<file path="src/rtl/fp51_pwm_multi_if.sv">
// FP51 SFR bus bundle: 8-bit read and write channels towards one peripheral.
// Each request is strobed for one cycle; the peripheral answers with a
// one-cycle ACK on the following cycle, with read data valid alongside it.
interface fp51_pwm_multi_if;
    logic       WB_RD_STB_I;
    logic [7:0] WB_RD_ADR_I;
    logic [7:0] WB_RD_DAT_O;
    logic       WB_RD_ACK_O;
    logic       WB_WR_STB_I;
    logic       WB_WR_WE_I;
    logic [7:0] WB_WR_ADR_I;
    logic [7:0] WB_WR_DAT_I;
    logic       WB_WR_ACK_O;

    modport master (
        output WB_RD_STB_I, WB_RD_ADR_I, WB_WR_STB_I, WB_WR_WE_I, WB_WR_ADR_I, WB_WR_DAT_I,
        input  WB_RD_DAT_O, WB_RD_ACK_O, WB_WR_ACK_O
    );

    modport slave (
        input  WB_RD_STB_I, WB_RD_ADR_I, WB_WR_STB_I, WB_WR_WE_I, WB_WR_ADR_I, WB_WR_DAT_I,
        output WB_RD_DAT_O, WB_RD_ACK_O, WB_WR_ACK_O
    );
endinterface

</file>
<file path="src/rtl/fp51_pwm_multi.sv">
// Multi-channel PWM: one shared prescaled counter (edge or center aligned),
// per-channel compare, double-buffered period/duty committed at the period
// boundary, and a sticky period-end interrupt flag.
module fp51_pwm_multi #(
    parameter int         NUM_OF_PWM = 4,
    parameter int         CNT_WIDTH  = 16,
    parameter logic [7:0] BASE_ADDR  = 8'hE0
) (
    input  logic                  clk,
    input  logic                  reset_n,
    fp51_pwm_multi_if.slave       bus,
    output logic [NUM_OF_PWM-1:0] pwm_out,
    output logic                  int_req
);
    typedef enum logic {DIR_UP = 1'b0, DIR_DOWN = 1'b1} dir_t;

    logic                 enable, center, irq_en, irq_flag;
    logic [7:0]           prescale, period_lo, duty_lo;
    logic [2:0]           ch_sel;
    logic [CNT_WIDTH-1:0] period_shadow, period_active;
    logic [CNT_WIDTH-1:0] duty_shadow [NUM_OF_PWM];
    logic [CNT_WIDTH-1:0] duty_active [NUM_OF_PWM];
    logic [CNT_WIDTH-1:0] cnt, cnt_nxt;
    logic [7:0]           presc_cnt;
    dir_t                 dir, dir_nxt;
    logic                 tick, boundary;
    logic [NUM_OF_PWM-1:0] pwm_q;
    logic                 rd_ack, wr_ack;
    logic [7:0]           rd_dat, rd_mux;
    logic [7:0]           wr_off, rd_off;
    logic                 wr_hit, rd_hit;
    logic [15:0]          period_word, duty_word, period_rd, duty_rd;
    logic [CNT_WIDTH-1:0] duty_sel;

    // Window decode: offsets 0..6 from BASE_ADDR belong to this block.
    assign wr_off      = bus.WB_WR_ADR_I - BASE_ADDR;
    assign rd_off      = bus.WB_RD_ADR_I - BASE_ADDR;
    assign wr_hit      = bus.WB_WR_STB_I & bus.WB_WR_WE_I & (wr_off <= 8'd6);
    assign rd_hit      = bus.WB_RD_STB_I & (rd_off <= 8'd6);
    assign period_word = {bus.WB_WR_DAT_I, period_lo};
    assign duty_word   = {bus.WB_WR_DAT_I, duty_lo};

    // Register file: high-byte writes commit the {H,L} pair into a shadow.
    always_ff @(posedge clk or negedge reset_n) begin
        if (!reset_n) begin
            enable        <= 1'b0;
            center        <= 1'b0;
            irq_en        <= 1'b0;
            irq_flag      <= 1'b0;
            prescale      <= '0;
            period_lo     <= '0;
            duty_lo       <= '0;
            ch_sel        <= '0;
            period_shadow <= '0;
            for (int i = 0; i < NUM_OF_PWM; i++) duty_shadow[i] <= '0;
        end else begin
            if (wr_hit) begin
                case (wr_off[2:0])
                    3'd0: begin
                        enable <= bus.WB_WR_DAT_I[0];
                        center <= bus.WB_WR_DAT_I[1];
                        irq_en <= bus.WB_WR_DAT_I[2];
                    end
                    3'd1: prescale      <= bus.WB_WR_DAT_I;
                    3'd2: period_lo     <= bus.WB_WR_DAT_I;
                    3'd3: period_shadow <= period_word[CNT_WIDTH-1:0];
                    3'd4: ch_sel        <= bus.WB_WR_DAT_I[2:0];
                    3'd5: duty_lo       <= bus.WB_WR_DAT_I;
                    3'd6: begin
                        // Channels that do not exist simply never match.
                        for (int i = 0; i < NUM_OF_PWM; i++)
                            if (ch_sel == 3'(i)) duty_shadow[i] <= duty_word[CNT_WIDTH-1:0];
                    end
                    default: ;
                endcase
            end
            // A boundary in the same cycle as a W1C keeps the flag set.
            if (boundary)
                irq_flag <= 1'b1;
            else if (wr_hit && wr_off[2:0] == 3'd0 && bus.WB_WR_DAT_I[7])
                irq_flag <= 1'b0;
        end
    end

    // Next counter state: prescaler tick, edge/center stepping, boundary detect.
    always_comb begin
        tick     = enable && (presc_cnt >= prescale);
        cnt_nxt  = cnt;
        dir_nxt  = dir;
        boundary = 1'b0;
        if (!enable) begin
            cnt_nxt = '0;
            dir_nxt = DIR_UP;
        end else begin
            if (!center) dir_nxt = DIR_UP;
            if (tick) begin
                if (!center) begin
                    if (cnt >= period_active) begin
                        cnt_nxt  = '0;
                        boundary = 1'b1;
                    end else begin
                        cnt_nxt = cnt + 1'b1;
                    end
                end else if (period_active == '0) begin
                    cnt_nxt  = '0;
                    dir_nxt  = DIR_UP;
                    boundary = 1'b1;
                end else if (dir == DIR_UP) begin
                    if (cnt >= period_active) begin
                        dir_nxt = DIR_DOWN;
                        cnt_nxt = cnt - 1'b1;
                    end else begin
                        cnt_nxt = cnt + 1'b1;
                    end
                end else if (cnt == '0) begin
                    // Bottom of the triangle: restart upward from 1 so the
                    // zero count is not repeated, unless the new period is 0.
                    boundary = 1'b1;
                    dir_nxt  = DIR_UP;
                    cnt_nxt  = (period_shadow == '0) ? '0 : {{(CNT_WIDTH-1){1'b0}}, 1'b1};
                end else begin
                    cnt_nxt = cnt - 1'b1;
                end
            end
        end
    end

    // Counter, prescaler and direction registers; active copies follow the
    // shadows while disabled and reload only at a boundary while running.
    always_ff @(posedge clk or negedge reset_n) begin
        if (!reset_n) begin
            cnt           <= '0;
            presc_cnt     <= '0;
            dir           <= DIR_UP;
            period_active <= '0;
            pwm_q         <= '0;
            for (int i = 0; i < NUM_OF_PWM; i++) duty_active[i] <= '0;
        end else begin
            cnt       <= cnt_nxt;
            dir       <= dir_nxt;
            presc_cnt <= (!enable || tick) ? 8'd0 : presc_cnt + 8'd1;
            if (!enable || boundary) begin
                period_active <= period_shadow;
                for (int i = 0; i < NUM_OF_PWM; i++) duty_active[i] <= duty_shadow[i];
            end
            for (int i = 0; i < NUM_OF_PWM; i++)
                pwm_q[i] <= enable && (cnt < duty_active[i]);
        end
    end

    // Read data mux; absent channels and bits above CNT_WIDTH read as zero.
    always_comb begin
        duty_sel = '0;
        for (int i = 0; i < NUM_OF_PWM; i++)
            if (ch_sel == 3'(i)) duty_sel = duty_shadow[i];
        period_rd = 16'(period_shadow);
        duty_rd   = 16'(duty_sel);
        case (rd_off[2:0])
            3'd0:    rd_mux = {irq_flag, 4'b0000, irq_en, center, enable};
            3'd1:    rd_mux = prescale;
            3'd2:    rd_mux = period_rd[7:0];
            3'd3:    rd_mux = period_rd[15:8];
            3'd4:    rd_mux = {5'b00000, ch_sel};
            3'd5:    rd_mux = duty_rd[7:0];
            3'd6:    rd_mux = duty_rd[15:8];
            default: rd_mux = 8'h00;
        endcase
    end

    // Bus responses: one-cycle ACKs, read data registered with its ACK.
    always_ff @(posedge clk or negedge reset_n) begin
        if (!reset_n) begin
            rd_ack <= 1'b0;
            wr_ack <= 1'b0;
            rd_dat <= 8'h00;
        end else begin
            rd_ack <= rd_hit;
            wr_ack <= wr_hit;
            rd_dat <= rd_hit ? rd_mux : 8'h00;
        end
    end

    assign bus.WB_RD_ACK_O = rd_ack;
    assign bus.WB_WR_ACK_O = wr_ack;
    assign bus.WB_RD_DAT_O = rd_dat;
    assign pwm_out         = pwm_q;
    assign int_req         = irq_flag & irq_en;
endmodule

</file>
<file path="src/flat_wrapper.sv">
// flat-port wrapper written by rule: the top's interface ports become plain ports
module fp51_pwm_multi_flat 
#(
    parameter int         NUM_OF_PWM = 4,
    parameter int         CNT_WIDTH  = 16,
    parameter logic [7:0] BASE_ADDR  = 8'hE0
)
  (clk, reset_n, pwm_out, int_req, bus_WB_RD_STB_I, bus_WB_RD_ADR_I, bus_WB_WR_STB_I, bus_WB_WR_WE_I, bus_WB_WR_ADR_I, bus_WB_WR_DAT_I, bus_WB_RD_DAT_O, bus_WB_RD_ACK_O, bus_WB_WR_ACK_O);
  fp51_pwm_multi_if bus_i ();
  input  logic clk;
  input  logic reset_n;
  output logic [NUM_OF_PWM-1:0] pwm_out;
  output logic int_req;
  input wire logic [$bits(bus_i.WB_RD_STB_I)-1:0] bus_WB_RD_STB_I;
  input wire logic [$bits(bus_i.WB_RD_ADR_I)-1:0] bus_WB_RD_ADR_I;
  input wire logic [$bits(bus_i.WB_WR_STB_I)-1:0] bus_WB_WR_STB_I;
  input wire logic [$bits(bus_i.WB_WR_WE_I)-1:0] bus_WB_WR_WE_I;
  input wire logic [$bits(bus_i.WB_WR_ADR_I)-1:0] bus_WB_WR_ADR_I;
  input wire logic [$bits(bus_i.WB_WR_DAT_I)-1:0] bus_WB_WR_DAT_I;
  output wire logic [$bits(bus_i.WB_RD_DAT_O)-1:0] bus_WB_RD_DAT_O;
  output wire logic [$bits(bus_i.WB_RD_ACK_O)-1:0] bus_WB_RD_ACK_O;
  output wire logic [$bits(bus_i.WB_WR_ACK_O)-1:0] bus_WB_WR_ACK_O;
  assign bus_i.WB_RD_STB_I = bus_WB_RD_STB_I;
  assign bus_i.WB_RD_ADR_I = bus_WB_RD_ADR_I;
  assign bus_i.WB_WR_STB_I = bus_WB_WR_STB_I;
  assign bus_i.WB_WR_WE_I = bus_WB_WR_WE_I;
  assign bus_i.WB_WR_ADR_I = bus_WB_WR_ADR_I;
  assign bus_i.WB_WR_DAT_I = bus_WB_WR_DAT_I;
  assign bus_WB_RD_DAT_O = bus_i.WB_RD_DAT_O;
  assign bus_WB_RD_ACK_O = bus_i.WB_RD_ACK_O;
  assign bus_WB_WR_ACK_O = bus_i.WB_WR_ACK_O;
  fp51_pwm_multi #(.NUM_OF_PWM(NUM_OF_PWM), .CNT_WIDTH(CNT_WIDTH), .BASE_ADDR(BASE_ADDR)) u_core (.clk(clk), .reset_n(reset_n), .bus(bus_i), .pwm_out(pwm_out), .int_req(int_req));
endmodule
</file>
<file path="config.mk">
export PLATFORM = sky130hd
export DESIGN_NAME = fp51_pwm_multi_flat
export DESIGN_NICKNAME = d
export VERILOG_FILES = /design/src/rtl/fp51_pwm_multi_if.sv /design/src/rtl/fp51_pwm_multi.sv /design/src/flat_wrapper.sv
export SDC_FILE = /design/constraint.sdc
export NUM_CORES = 1
export LEC_CHECK = 0
export CORE_AREA = 2 2 253 130
export CTS_CLUSTER_SIZE = 24
export DETAILED_ROUTE_END_ITERATION = 10
export DIE_AREA = 0 0 255 132
export HOLD_SLACK_MARGIN = 0.05
export PLACE_DENSITY = 0.56
export SYNTH_ARGS = -nofsm -noshare
export SYNTH_HDL_FRONTEND = slang
export SYNTH_SLANG_ARGS = --single-unit
export TNS_END_PERCENT = 30
</file>
<file path="constraint.sdc">
create_clock -name clk -period 2.4 [get_ports clk]
set_input_delay 0.48 -clock clk [delete_from_list [all_inputs] [get_ports clk]]
set_output_delay 0.48 -clock clk [all_outputs]
set_load 0.01 [all_outputs]
</file>
# After elaboration in Yosys (flattened, before gate mapping)
# Index checks and enable logic that the tools add are counted.
# W data, S select, Z words.
dict set report totals {
  out_inout_bits 15
  reg_bits 230
}
dict set report op_classes {
  eq_ne 16
  reduce_logical 27
  bitwise 4
  mux 33
  order_cmp 8
  n_addsub 5
}
# cell n
set ops {}
lappend ops {{$mux W16} 12}
lappend ops {{$lt A16 B16 Y1} 4}
lappend ops {{$pmux W8 S7} 1}
lappend ops {{$logic_not A16 Y1} 3}
lappend ops {{$eq A3 B2 Y1 const B} 6}
lappend ops {{$eq A3 B3 Y1 const B} 6}
lappend ops {{$mux W1} 18}
lappend ops {{$add A16 B1 Y16 const B} 1}
lappend ops {{$ge A16 B16 Y1} 1}
lappend ops {{$le A8 B3 Y1 const B} 2}
lappend ops {{$mux W8} 2}
lappend ops {{$sub A16 B1 Y16 const B} 1}
lappend ops {{$sub A8 B8 Y8 const B} 2}
lappend ops {{$reduce_and A2 Y1} 6}
lappend ops {{$reduce_and A3 Y1} 4}
lappend ops {{$eq A3 B1 Y1 const B} 3}
lappend ops {{$logic_not A3 Y1} 3}
lappend ops {{$add A8 B1 Y8 const B} 1}
lappend ops {{$ge A8 B8 Y1} 1}
lappend ops {{$logic_and A1 B1 Y1} 7}
lappend ops {{$and A1 B1 Y1} 4}
lappend ops {{$logic_or A1 B1 Y1} 2}
lappend ops {{$ne A2 B2 Y1 const B} 1}
lappend ops {{$reduce_bool A2 Y1} 1}
lappend ops {{$logic_not A1 Y1} 1}

# Logic depth before layout (Yosys ltp)
# Gate-level depths: netlist (run 1).
dict set report depth {
  word_depth 8
  depth_mapped 12
}

# Least setup slack after synthesis (run 1)
# OpenSTA, ideal clock, no wires.
dict set report synth_timing {
  path_type {input-to-reg}
  from {input bus_WB_WR_ADR_I[5]}
  to {register u_core.duty_shadow[27] in the netlist's numbering}
  path_buffers 2
  path_stages 10
  arrival_ps 2809
  setup_ps 125
  t_required_ps 2275
  slack_ps -534
  path_cell_list {ha_1 > nor4b_2 > nand4_1 > inv_1 > nand2_1 > or4b_1 > buf_2 > nor3b_4 > buf_6 > mux2_2}
}
dict set report synth_between {
  elab_chain_cells 4
}
# item line_no
set synth_rtl {}
lappend synth_rtl {{start: declaration} flat_wrapper.sv:18} ;# input wire logic [$bits(bus_i.WB_WR_ADR_I)-1:0] bus_WB_WR_ADR_I;
lappend synth_rtl {{$sub A8 B8 Y8} fp51_pwm_multi.sv:36} ;# assign wr_off = bus.WB_WR_ADR_I - BASE_ADDR;
lappend synth_rtl {{$le A8 B3 Y1} fp51_pwm_multi.sv:38} ;# assign wr_hit = bus.WB_WR_STB_I & bus.WB_WR_WE_I & (wr_off <= 8'd6);
lappend synth_rtl {{$and A1 B1 Y1} fp51_pwm_multi.sv:38}
lappend synth_rtl {{$reduce_and A3 Y1 (no source line)} n/a}
lappend synth_rtl {{end signal: indexed assignment} fp51_pwm_multi.sv:72} ;# if (ch_sel == 3'(i)) duty_shadow[i] <= duty_word[CNT_WIDTH-1:0];
lappend synth_rtl {{end: declaration} fp51_pwm_multi.sv:21} ;# logic [CNT_WIDTH-1:0] duty_shadow [NUM_OF_PWM];
# No other way between the ends.
# A chain may end at the register's enable or synchronous reset.

# Final worst setup path (run 1)
dict set report layout_timing {
  from {register u_core.period_active[5]}
  to {register u_core.cnt[4]}
}
dict set report layout_between {
  elab_chain_cells 7
  word_cells_on_any_way 9
  classes_between {1 x order compare; 7 x mux; 1 x reduce/logical}
}
# item line_no
set layout_rtl {}
lappend layout_rtl {{start: declaration} fp51_pwm_multi.sv:20} ;# logic [CNT_WIDTH-1:0] period_shadow, period_active;
lappend layout_rtl {{start signal: assignment} fp51_pwm_multi.sv:143} ;# period_active <= period_shadow;
lappend layout_rtl {{$ge A16 B16 Y1} {fp51_pwm_multi.sv:98, fp51_pwm_multi.sv:109}}
lappend layout_rtl {{$mux W16} fp51_pwm_multi.sv:109} ;# if (cnt >= period_active) begin
lappend layout_rtl {{$mux W16} fp51_pwm_multi.sv:108} ;# end else if (dir == DIR_UP) begin
lappend layout_rtl {{$mux W16} fp51_pwm_multi.sv:104} ;# end else if (period_active == '0) begin
lappend layout_rtl {{$mux W16 (*)} fp51_pwm_multi.sv:97} ;# if (!center) begin
lappend layout_rtl {{$mux W16 (*)} fp51_pwm_multi.sv:96} ;# if (tick) begin
lappend layout_rtl {{$mux W16 (*)} fp51_pwm_multi.sv:91} ;# if (!enable) begin
lappend layout_rtl {{end signal: assignment} fp51_pwm_multi.sv:139} ;# cnt <= cnt_nxt;
lappend layout_rtl {{end: declaration} fp51_pwm_multi.sv:23} ;# logic [CNT_WIDTH-1:0] cnt, cnt_nxt;
# Mark *: on every way between the ends. The rest lies on a longest branch, timed or not. The select of a mux whose other input is x is not followed.

==> impl_metrics.yaml, run 1 <==
sta:
  fin_skew_ps: 25.42
  fin_ws_ps: -218.0
  slew_violations: 0
  period_share_pct: 109.1
  holdWs_ps: 486.9
  worstMarginPinSlew_ps: 804.7
  rsz0062_at_grt: "true"
  max_slew_margin_pct: 46.18
  fmax_mhz: 382.0
  hold_viol: 0
  fin_crit_ps: 2618
  setup_viol: 119
critical_path:
  crit_top_cell: "buf_4"
  end_kind: "register"
  path_class: "reg -> reg"
  arrival_ps: 3040
  crit_family: "compound AO/OA/AOI/OAI gates"
  critical_path_buf_inv_count: 7
  start_kind: "register"
  worst-path-max-fanout: 3
  worstRegToRegCells: 12
  crit_path_cell_trace: "or4_4 > o41a_1 > nand2_2 > buf_4 > buf_4 > buf_4 > buf_4 > buf_4 > buf_4 > buf_4 > a21oi_1 > a32o_1"
  cp.required_ps: 2820
  path_depth: 12
  critPathSlowestCell: "or4_4"
  cpPeakStageDelay_ps: 530
hold_path:
  min_path_type: "reg -> reg"
  hold_depth: 2
pwr:
  cellLeakagePower_nw: 7.779
  p_seq_share_pct: 47.1
  p_total_mw: 8.399
  ir_drop_mv: 0.4149
  p_int_mw: 6.348
  p_switching_mw: 2.051
  p_per_area_nw_per_um2: 500.9
  p_clk_share_pct: 44.2
  switching_share_pct: 24.42
  p_comb_share_pct: 8.7
cells_and_area:
  fin_nets: 1450
  area_delta_synth_final_pct: 31.51
  drive_above_1_share_pct: 37.51
  fin_util_pct: 53.46
  antenna_cells: 0
clock_tree:
  ctsHtreeMaxLevel: 1
  cts_buffers: 24
  clock_tree.root_cell: "clkbuf_16"
  path_clk_slew_ps: 70
  cts.sinks: 230
  cts_max_path_buffers: 3
  worstSkewPairLatency_ps: 540
  cts_tree: "yes"
synth:
  syn_inst: 1103
  syn_area_per_cell_um2: 11.56
  async_reset_ff_share_pct: 100.0
  ys_types: 67
  syn_area_um2: 12750
  ys_seq_area_share_pct: 45.14
  yosysWarningCount: 0
  syn_nets: 1222
  synthFlopType: "dfrtp_1"
  synth_seq_cells: 230
  synth_edf_count: 0
detailed_routing:
  ant_nets: 0
  drt_wl_total_mm: 38.40
  remaining_drc_errors: 0
  via_count: 9750
  drt_iter0_markers: 613
  viasPerCell: 5.474
  dr.pass1.iters: 5
  wire_per_inst_um: 21.56
placement:
  gp_congestion: 0.8351
  hpwl_mm: 27.09
  port_buffers: 43
  place_ws_ps: -964.2
grt:
  antenna_found_initial: 0
  grt_pass1_wl_mm: 59.31
  grt_remaining_overflow: 0
  grt_usage_pct: 22.98
  grt_max_degree: 66
  grt_pass1_vias: 9819
status:
  violations: "negative setup slack"
  status: "finished with violations"
floorplanning:
  die-area_um2: 33660
  dieHeight_um: 132
  core_area_um2: 31370
  initial_core_util_pct: 40.65
  die_x_um: 255
  rows: 46
  boundaryPins: 44
run:
  maxCapViolations: 0
[routing by layer]
metal  share of wire (%)  vias up  routed length (um)  global-route usage, %
met2                  43      266               16400                  34.09
met4                 1.7        0                 670                  3.866
met3                 5.6       53                2151                  4.047
li1                    -     4448                   -                      -
met5                   0        -                   0                      0
met1                  50     4983               19170                  35.29
[power by group through the flow]
| stage | sequential (mW) | combinational [mW] | clock, mW |
|---|---|---|---|
| after global placement | 4.02 | 0.604 | 0 |
| after floorplan | 4.01 | 0.280 | 0 |
| after global routing | 3.95 | 0.786 | 3.94 |
| final | 3.95 | 0.732 | 3.71 |
| after detailed placement | 4.02 | 0.615 | 0 |
| after CTS | 3.95 | 0.704 | 3.78 |
[synthesized netlist by cell type, types with 3 or more instances]
cell type	number	area share (%)
nand3_1	21	0.82
a2bb2oi_1	5	0.34
nor3_1	10	0.39
nand2_1	54	1.6
nor4_1	7	0.34
a21o_1	16	0.94
and2_1	4	0.20
mux2_4	78	9.2
buf_2	4	0.16
xor2_1	7	0.48
nand4_1	17	0.83
mux2_2	101	8.9
nor2b_1	12	0.59
a31oi_1	6	0.29
o21bai_1	4	0.24
or4_1	3	0.18
o21a_1	7	0.41
o22a_1	3	0.21
mux2_1	6	0.53
ha_1	90	8.8
o221ai_1	3	0.21
a221oi_1	10	0.69
mux2i_1	9	0.71
buf_1	4	0.12
a22oi_1	12	0.71
o21ai_0	50	2.0
a211oi_1	9	0.53
nand3b_1	3	0.18
inv_1	104	3.1
o22ai_1	29	1.4
buf_12	8	1.3
a2111oi_0	5	0.34
dfrtp_1	230	45
a21oi_1	34	1.3
xnor2_1	6	0.41
nand2b_1	12	0.59
clkbuf_1	28	0.82
buf_6	4	0.35
nor2_1	36	1.1
and3_1	10	0.49
or3_1	7	0.34
[layout by cell type, fill, tap and decap left out, types with 12 or more instances in the layout]
| master | n |
|---|---|
| nand4_1 | 17 |
| inv_1 | 100 |
| mux2_2 | 49 |
| buf_6 | 17 |
| a21oi_1 | 33 |
| ha_1 | 83 |
| clkbuf_16 | 26 |
| a21o_1 | 16 |
| mux2_4 | 136 |
| nand2_1 | 50 |
| dfrtp_1 | 228 |
| o21ai_0 | 47 |
| a22oi_1 | 12 |
| nor2_1 | 33 |
| o22ai_1 | 29 |
| clkdlybuf4s50_1 | 36 |
| nand3_1 | 19 |
| buf_12 | 14 |
| buf_4 | 165 |
[final timing paths]
kind | startpoint | end | slack, ps
max reg2reg | u_core.period_active[5] | u_core.cnt[4] | -220
max | u_core.period_active[5] | u_core.cnt[4] | -220
min | u_core.period_lo[1] | u_core.period_rd[1] | 490
max in group asynchronous | reset_n | u_core.duty_active[58] | 1150
min in group asynchronous | reset_n | u_core.presc_cnt[7] | 500
min reg2reg | u_core.period_lo[1] | u_core.period_rd[1] | 490
[logic make-up after synthesis]
group / after synthesis / synth area share [%]
AND/OR/NAND/NOR: 211 / 8.900
XOR/XNOR: 13 / 0.8930
AO/OA/AOI/OAI: 210 / 10.83
adder cells (fa/ha/maj): 90 / 8.831
flip-flops: 230 / 45.14
multiplexers: 195 / 19.52
buffers and inverters: 154 / 5.887
[through the flow]
stage          TNS (ps)  std cells  instance area (um2)
2_1_floorplan    -36440       1103                12850
6_report         -15100       1781                16770
4_1_cts          -13710       1777                16570
3_5_place_dp     -98480       1677                14730
3_3_place_gp     -97450       1677                14730
5_1_grt          -23640       1781                16770
[registers in the layout, summed over array words and instances (netlist names), 3 cells and up]
register                count
u_core.bus.WB_RD_DAT_O      8
u_core.ch_sel               3
u_core.cnt                 16
u_core.duty_active         64
u_core.duty_lo              8
u_core.duty_shadow         64
u_core.period_active       16
u_core.period_lo            8
u_core.period_rd           16
u_core.presc_cnt            8
u_core.prescale             8
u_core.pwm_out              4
[tightest hold or removal path, delay by kind of cell (launching register included)]
family           cells  cell delay [ps]
AND/OR/NAND/NOR      1               50
AO/OA/AOI/OAI        1               60
flip-flops           1              340
[cell type report]
cell class	count	area (um2)
clock buffer	35	683.2
tap	432	540.5
clock inverter	9	82.58
inverter	104	390.4
fill	2644	14600
multi-input combinational	720	6875
timing repair buffer	251	2439
sequential	230	5758
[what timing repair did]
| item | 4_1_cts | 5_1_grt |
|---|---|---|
| gates resized for setup | 135 | 29 |
| pin swaps | 34 | 15 |
| gates cloned | 10 | 1 |
| setup endpoints to repair | 168 | 183 |
| hold buffers | 1 | 0 |
| hold endpoints to repair | 59 | 0 |
| buffers inserted | 47 | 3 |
Power figures use the tool's default switching activity.
==> run 2: changes to the inputs <==
Settings changed: CAP_MARGIN from default to 10.
==> results of run 2 <==
Final layout, timing and power as in run 1 (identical DEF).
==> run 3: changes to the inputs <==
--- a/constraint.sdc
+++ b/constraint.sdc
@@ -3,2 +3,2 @@
 set_output_delay 0.48 -clock clk [all_outputs]
-set_load 0.01 [all_outputs]
+set_load 0.1 [all_outputs]
==> run 3 against run 2 <==
Compared with the run above:
- sequential power is essentially flat
- clock power up 1%
- setup slack improved by 34 ps
- global-route usage down 0.43 points
- sequential cell count did not move
- clock-buffer cell count is 1 higher
- routed wire length decreased by 3.0%
- the flow still finishes with violations (negative setup slack)
==> impl_metrics.yaml, run 3 (synthesized netlist as in run 1, its figures left out) <==
cells_and_area:
  drive_above_1_share_pct: 38.28
  fin_nets: 1429
  reg_top3: "u_core.duty_active x64, u_core.duty_shadow x64"
  finalNonFillerCells: 1759
  antenna_cells: 0
  most-common-layout-cells: "dfrtp_1, buf_4, mux2_4"
  area_delta_synth_final_pct: 29.19
  final_common_cell: "dfrtp_1"
  nFillCells: 2728
clock_tree:
  ctsHtreeMaxLevel: 1
  clock_tree.root_cell: "clkbuf_16"
  worstSkewPairLatency_ps: 530
  cts_tree: "yes"
  cts.sinks: 230
  path_clk_slew_ps: 70
  cts_max_path_buffers: 3
  cts_buffers: 24
detailed_routing:
  dr.pass1.iters: 5
  ant_nets: 0
  viasPerCell: 5.401
  drt_iter0_markers: 605
  drt_wl_total_mm: 37.23
  via_count: 9501
  wire_per_inst_um: 21.17
  remaining_drc_errors: 0
grt:
  grt_pass1_vias: 9829
  grt_max_degree: 64
  antenna_found_initial: 1
  grt_usage_pct: 22.55
  grt_pass1_wl_mm: 58.12
  grt_remaining_overflow: 0
critical_path:
  ff2ff_setup_slack_ps: -180
  path_class: "reg -> reg"
  worstRegToRegCells: 8
  arrival_ps: 3000
  reg2reg_to: "u_core.duty_active[33]"
  start_kind: "register"
  end_kind: "register"
  worst-path-max-fanout: 16
  cp.required_ps: 2810
  rr_startpoint: "u_core.cnt[14]"
  crit_start: "u_core.cnt[14]"
floorplanning:
  core_area_um2: 31370
  boundaryPins: 44
  initial_core_util_pct: 40.65
  rows: 46
  die_x_um: 255
  die-area_um2: 33660
  dieHeight_um: 132
sta:
  hold_viol: 0
  fmax_mhz: 386.9
  max_slew_margin_pct: 50.30
  rsz0062_at_grt: "true"
  fin_skew_ps: 11.04
  setup_tns_ps: -16030
  fin_ws_ps: -184.3
  setup_viol: 155
  period_share_pct: 107.7
  slew_violations: 0
  worstMarginPinSlew_ps: 743.1
  fin_crit_ps: 2584
hold_path:
  hold_depth: 5
  whs_endpoint: "u_core.bus.WB_WR_ACK_O"
  hp-start: "bus_WB_WR_ADR_I[5]"
  min_path_type: "in -> reg"
placement:
  hpwl_mm: 26.99
  dp.cells: 1679
  gp_congestion: 0.8731
  port_buffers: 43
run:
  maxCapViolations: 0
pwr:
  p_per_area_nw_per_um2: 511.3
  cellLeakagePower_nw: 7.698
  ir_drop_mv: 0.4668
status:
  status: "finished with violations"
  violations: "negative setup slack"
-- run 3: changes by cell type in the layout (fill, tap and decap cells not counted), moves of 2 or more --
cell,previous run,this run
a21boi_1,2,0
clkbuf_1,8,3
o21ai_0,47,43
clkbuf_8,2,8
o21ai_1,2,5
clkdlybuf4s50_1,36,22
a211oi_1,3,1
mux2_2,49,51
a211oi_2,6,8
inv_2,4,1
buf_6,17,21
inv_1,100,102
buf_16,9,3
mux2_4,136,134
-- run 3: area by class of cell --
| cell class | instances | area (um2) | share of cell area [%] |
|---|---|---|---|
| Inverter | 104 | 392.9 | 2.385 |
| Timing Repair Buffer | 230 | 2122 | 12.88 |
| Sequential cell | 230 | 5758 | 34.95 |
| Tap cell | 432 | 540.5 | 3.281 |
| Multi-Input combinational cell | 720 | 6874 | 41.73 |
| Clock buffer | 36 | 747.0 | 4.534 |
| Clock inverter | 7 | 38.79 | 0.2355 |
-- run 3: routing by layer --
| metal | GRT usage, % | part of all wire [%] | vias to the layer above |
|---|---|---|---|
| li1 | - | - | 4393 |
| met1 | 33.94 | 49 | 4788 |
| met2 | 33.14 | 43 | 271 |
| met3 | 5.232 | 6.7 | 49 |
| met4 | 4.159 | 1.6 | 0 |
| met5 | 0 | 0 | - |
-- run 3: power breakdown --
group / switching [mW] / internal [mW]
clock: 1.61 / 2.15
sequential: 0.0368 / 3.92
combinational: 0.395 / 0.318
total: 2.04 / 6.38
-- run 3: how the worst max path moves through the flow --
stage / end / slack, ps / cells past startpoint
6_report: u_core.duty_active[33] / -180 / 8
4_1_cts: u_core.duty_active[33] / -190 / 8
3_3_place_gp: u_core.duty_shadow[31] / -970 / 11
5_1_grt: u_core.duty_shadow[39] / -230 / 13
2_1_floorplan: u_core.duty_shadow[21] / -410 / 10
3_5_place_dp: u_core.duty_shadow[18] / -1010 / 11
-- run 3: critical path: stages, from the launching register on --
cell     delay, ps
dfrtp_1        420
or4_4          560
or4_4          460
nand2_2         90
o21ai_2         70
o21a_4         240
buf_12         150
buf_12         160
mux2_4         300
-- run 3: metrics by stage --
step	util (%)	hold WS [ps]	setup slack [ps]	instance area, um2	power (mW)
after global routing	52.52	487.8	-233.5	16470	8.731
after CTS	52.02	488.1	-193.1	16320	8.448
after detailed placement	46.89	470.0	-1009	14710	4.650
after global placement	46.89	459.2	-965.9	14710	4.637
after floorplan	-	184.4	-411.8	12850	4.300
final	52.52	457.6	-184.3	16470	8.423
-- run 3: repair_timing --
action | 4_1_cts | 5_1_grt
hold buffers | 1 | 0
setup endpoints to repair | 170 | 180
resized for setup | 132 | 28
buffers inserted | 29 | 5
pin swaps | 31 | 20
endpoints found under the hold margin | 57 | 0
gates cloned | 4 | 1
==> RTL change (config.mk and constraints of run 1) <==
`NUM_OF_PWM` is set to 4 in 2 places; all go to 2.
--- a/src/rtl/fp51_pwm_multi.sv
+++ b/src/rtl/fp51_pwm_multi.sv
@@ -2,7 +2,7 @@
 // per-channel compare, double-buffered period/duty committed at the period
 // boundary, and a sticky period-end interrupt flag.
 module fp51_pwm_multi #(
-    parameter int         NUM_OF_PWM = 4,
+    parameter int         NUM_OF_PWM = 2,
     parameter int         CNT_WIDTH  = 16,
     parameter logic [7:0] BASE_ADDR  = 8'hE0
 ) (
--- a/src/flat_wrapper.sv
+++ b/src/flat_wrapper.sv
@@ -1,7 +1,7 @@
 // flat-port wrapper written by rule: the top's interface ports become plain ports
 module fp51_pwm_multi_flat 
 #(
-    parameter int         NUM_OF_PWM = 4,
+    parameter int         NUM_OF_PWM = 2,
     parameter int         CNT_WIDTH  = 16,
     parameter logic [7:0] BASE_ADDR  = 8'hE0
 )
Interface: changed (resized pwm_out); port bits go from 44 to 42. The function was not compared with the original's and may differ.
==> RTL change against run 1 <==
- fmax about the same
- routed wire length decreased by 34%
- critical path depth decreased by 4
- global-route usage decreased by 7.7 points
- clock power decreased by 23%
- design area decreased by 30%
- sequential cell count decreased by 66
- sequential power decreased by 28%
- area after synthesis decreased by 30%
- the run still ends with negative setup slack left
- setup slack about the same
- power decreased by 25%
- die area unchanged
==> RTL change: results (changes against run 1) <==
share of layout cells above drive strength 1 -> 33.1% (-4.4 points)
final RePlAce weighted congestion -> 0.861 (+3.0%)
worst flop-to-flop path endpoint -> u_core.duty_active[14]$_DFFE_PN0P_
Fin Hold WS -> 0.500 ns (+0.0134 ns)
Synth area leaders -> dfrtp_1 (46%), mux2_2 (14%), ha_1 (8.5%)
H-tree Lvls -> 4 (+3)
syn nets -> 882 (-28%)
Peak VDD IR -> 0.561 mV (+35%)
filler cell count -> 3055 (+16%)
vias in the first global route -> 6920 (-30%)
Nets -> 1032 (-29%)
r2r worst-path depth -> 8 (-4)
met1 GRT Util -> 21.3% (-14 points)
RR Startpoint -> u_core.period_active[15]$_DFFE_PN0P_
pre-CTS setup slack -> -0.647 ns (+0.318 ns)
Initial DRC Count -> 618 (+0.82%)
post-DP HPWL -> 18.3 mm (-32%)
M2 GR Usage -> 24.7% (-9.4 points)
crit path max fanout -> 8 (+5)
Synth cell types -> 70 (+4.5%)
WP data arrival -> 2.92 ns (-0.12 ns)
status -> complete, but fails checks
first-pass GRT wire length -> 39.5 mm (-33%)
met3 Use GR -> 2.03% (-2.0 points)
Setup Skew -> 0.0138 ns (-0.0117 ns)
clk buf depth -> 2 (-1)
Least-Margin Pin Slew -> 0.563 ns (-0.242 ns)
largest net degree at the start of global routing -> 54 (-18%)
Detailed Route WL -> 25.3 mm (-34%)
WHS Endpoint -> u_core.period_rd[4]$_DFFE_PN0P_
Post-synth top cells -> dfrtp_1 (164), mux2_2 (107), inv_1 (61)
hold path depth -> 1 (-1)
Top Registers -> u_core.duty_active x32, u_core.duty_shadow x32
Worst-Skew Late Latency -> 0.43 ns (-0.11 ns)
Total GRT Usage -> 15.3% (-7.7 points)
Final Worst Setup Slack -> -0.218 ns (-0.000163 ns)
Antenna Cells -> 0 (unchanged)
Seq/Total Area, Yosys -> 46.2% (+1.1 points)
Inserted Clock Buffers -> 17 (-29%)
Lkg Pwr -> 5.49 nW (-29%)
Hold Startpoint -> u_core.period_lo[4]$_DFFE_PN0P_
Port Buf Inserts -> 41 (-4.7%)
Final setup viols -> 59 (-50%)
failing checks -> negative setup slack
RTL change: power by group through the flow:
stage                     Clock [mW]  Sequential, mW  Combinational [mW]
after detailed placement           0            2.88               0.559
after global placement             0            2.88               0.553
final                           2.86            2.83               0.646
after floorplan                    0            2.87               0.255
after CTS                       2.92            2.83               0.612
after global routing            3.05            2.83               0.697
RTL change: worst max-delay path: stages, from the launching register on:
cell	delay, ns
dfrtp_1	0.40
or4_4	0.57
o41ai_4	0.39
o21bai_4	0.20
o21ai_4	0.09
o21ai_4	0.20
buf_6	0.17
clkbuf_16	0.18
mux2_4	0.30
RTL change: cell type report:
cell class / count / share of cell area (%)
multi-input combinational: 539 / 40.4
timing repair buffer: 159 / 12.7
sequential: 164 / 35.1
clock buffer: 19 / 3.79
clock inverter: 12 / 1.43
inverter: 62 / 1.99
tap: 432 / 4.62
RTL change: cells by family (layout without fill, tap and decap cells):
group | after synthesis | after routing | synth area share, %
compound gates | 149 | 149 | 11.7
xor+xnor | 9 | 9 | 0.888
fa+ha+maj | 60 | 60 | 8.46
buf+inv | 90 | 252 | 4.51
flops | 164 | 164 | 46.2
mux | 134 | 134 | 17.8
simple gates | 187 | 187 | 10.5
RTL change: stage by stage:
stage	area (µm²)	setup TNS, ns	cells
after floorplan	8940	-5.47	793
after global placement	10500	-51.49	1335
after global routing	11700	-15.41	1387
final	11700	-9.41	1387
after detailed placement	10500	-51.30	1335
after CTS	11500	-9.19	1384
RTL change: metal layers:
metal / up-vias / wire length, µm
met2: 169 / 11800
met1: 3475 / 11900
li1: 3192 / -
met4: 0 / 555
met5: - / 0
met3: 37 / 1060
RTL change: what timing repair did:
item	CTS	global route
endpoints found under the hold margin	39	0
endpoints found under the setup margin	106	111
hold buffers	1	0
gates cloned	2	1
gates resized for setup	49	32
pin swaps	9	13
setup buffers	15	3
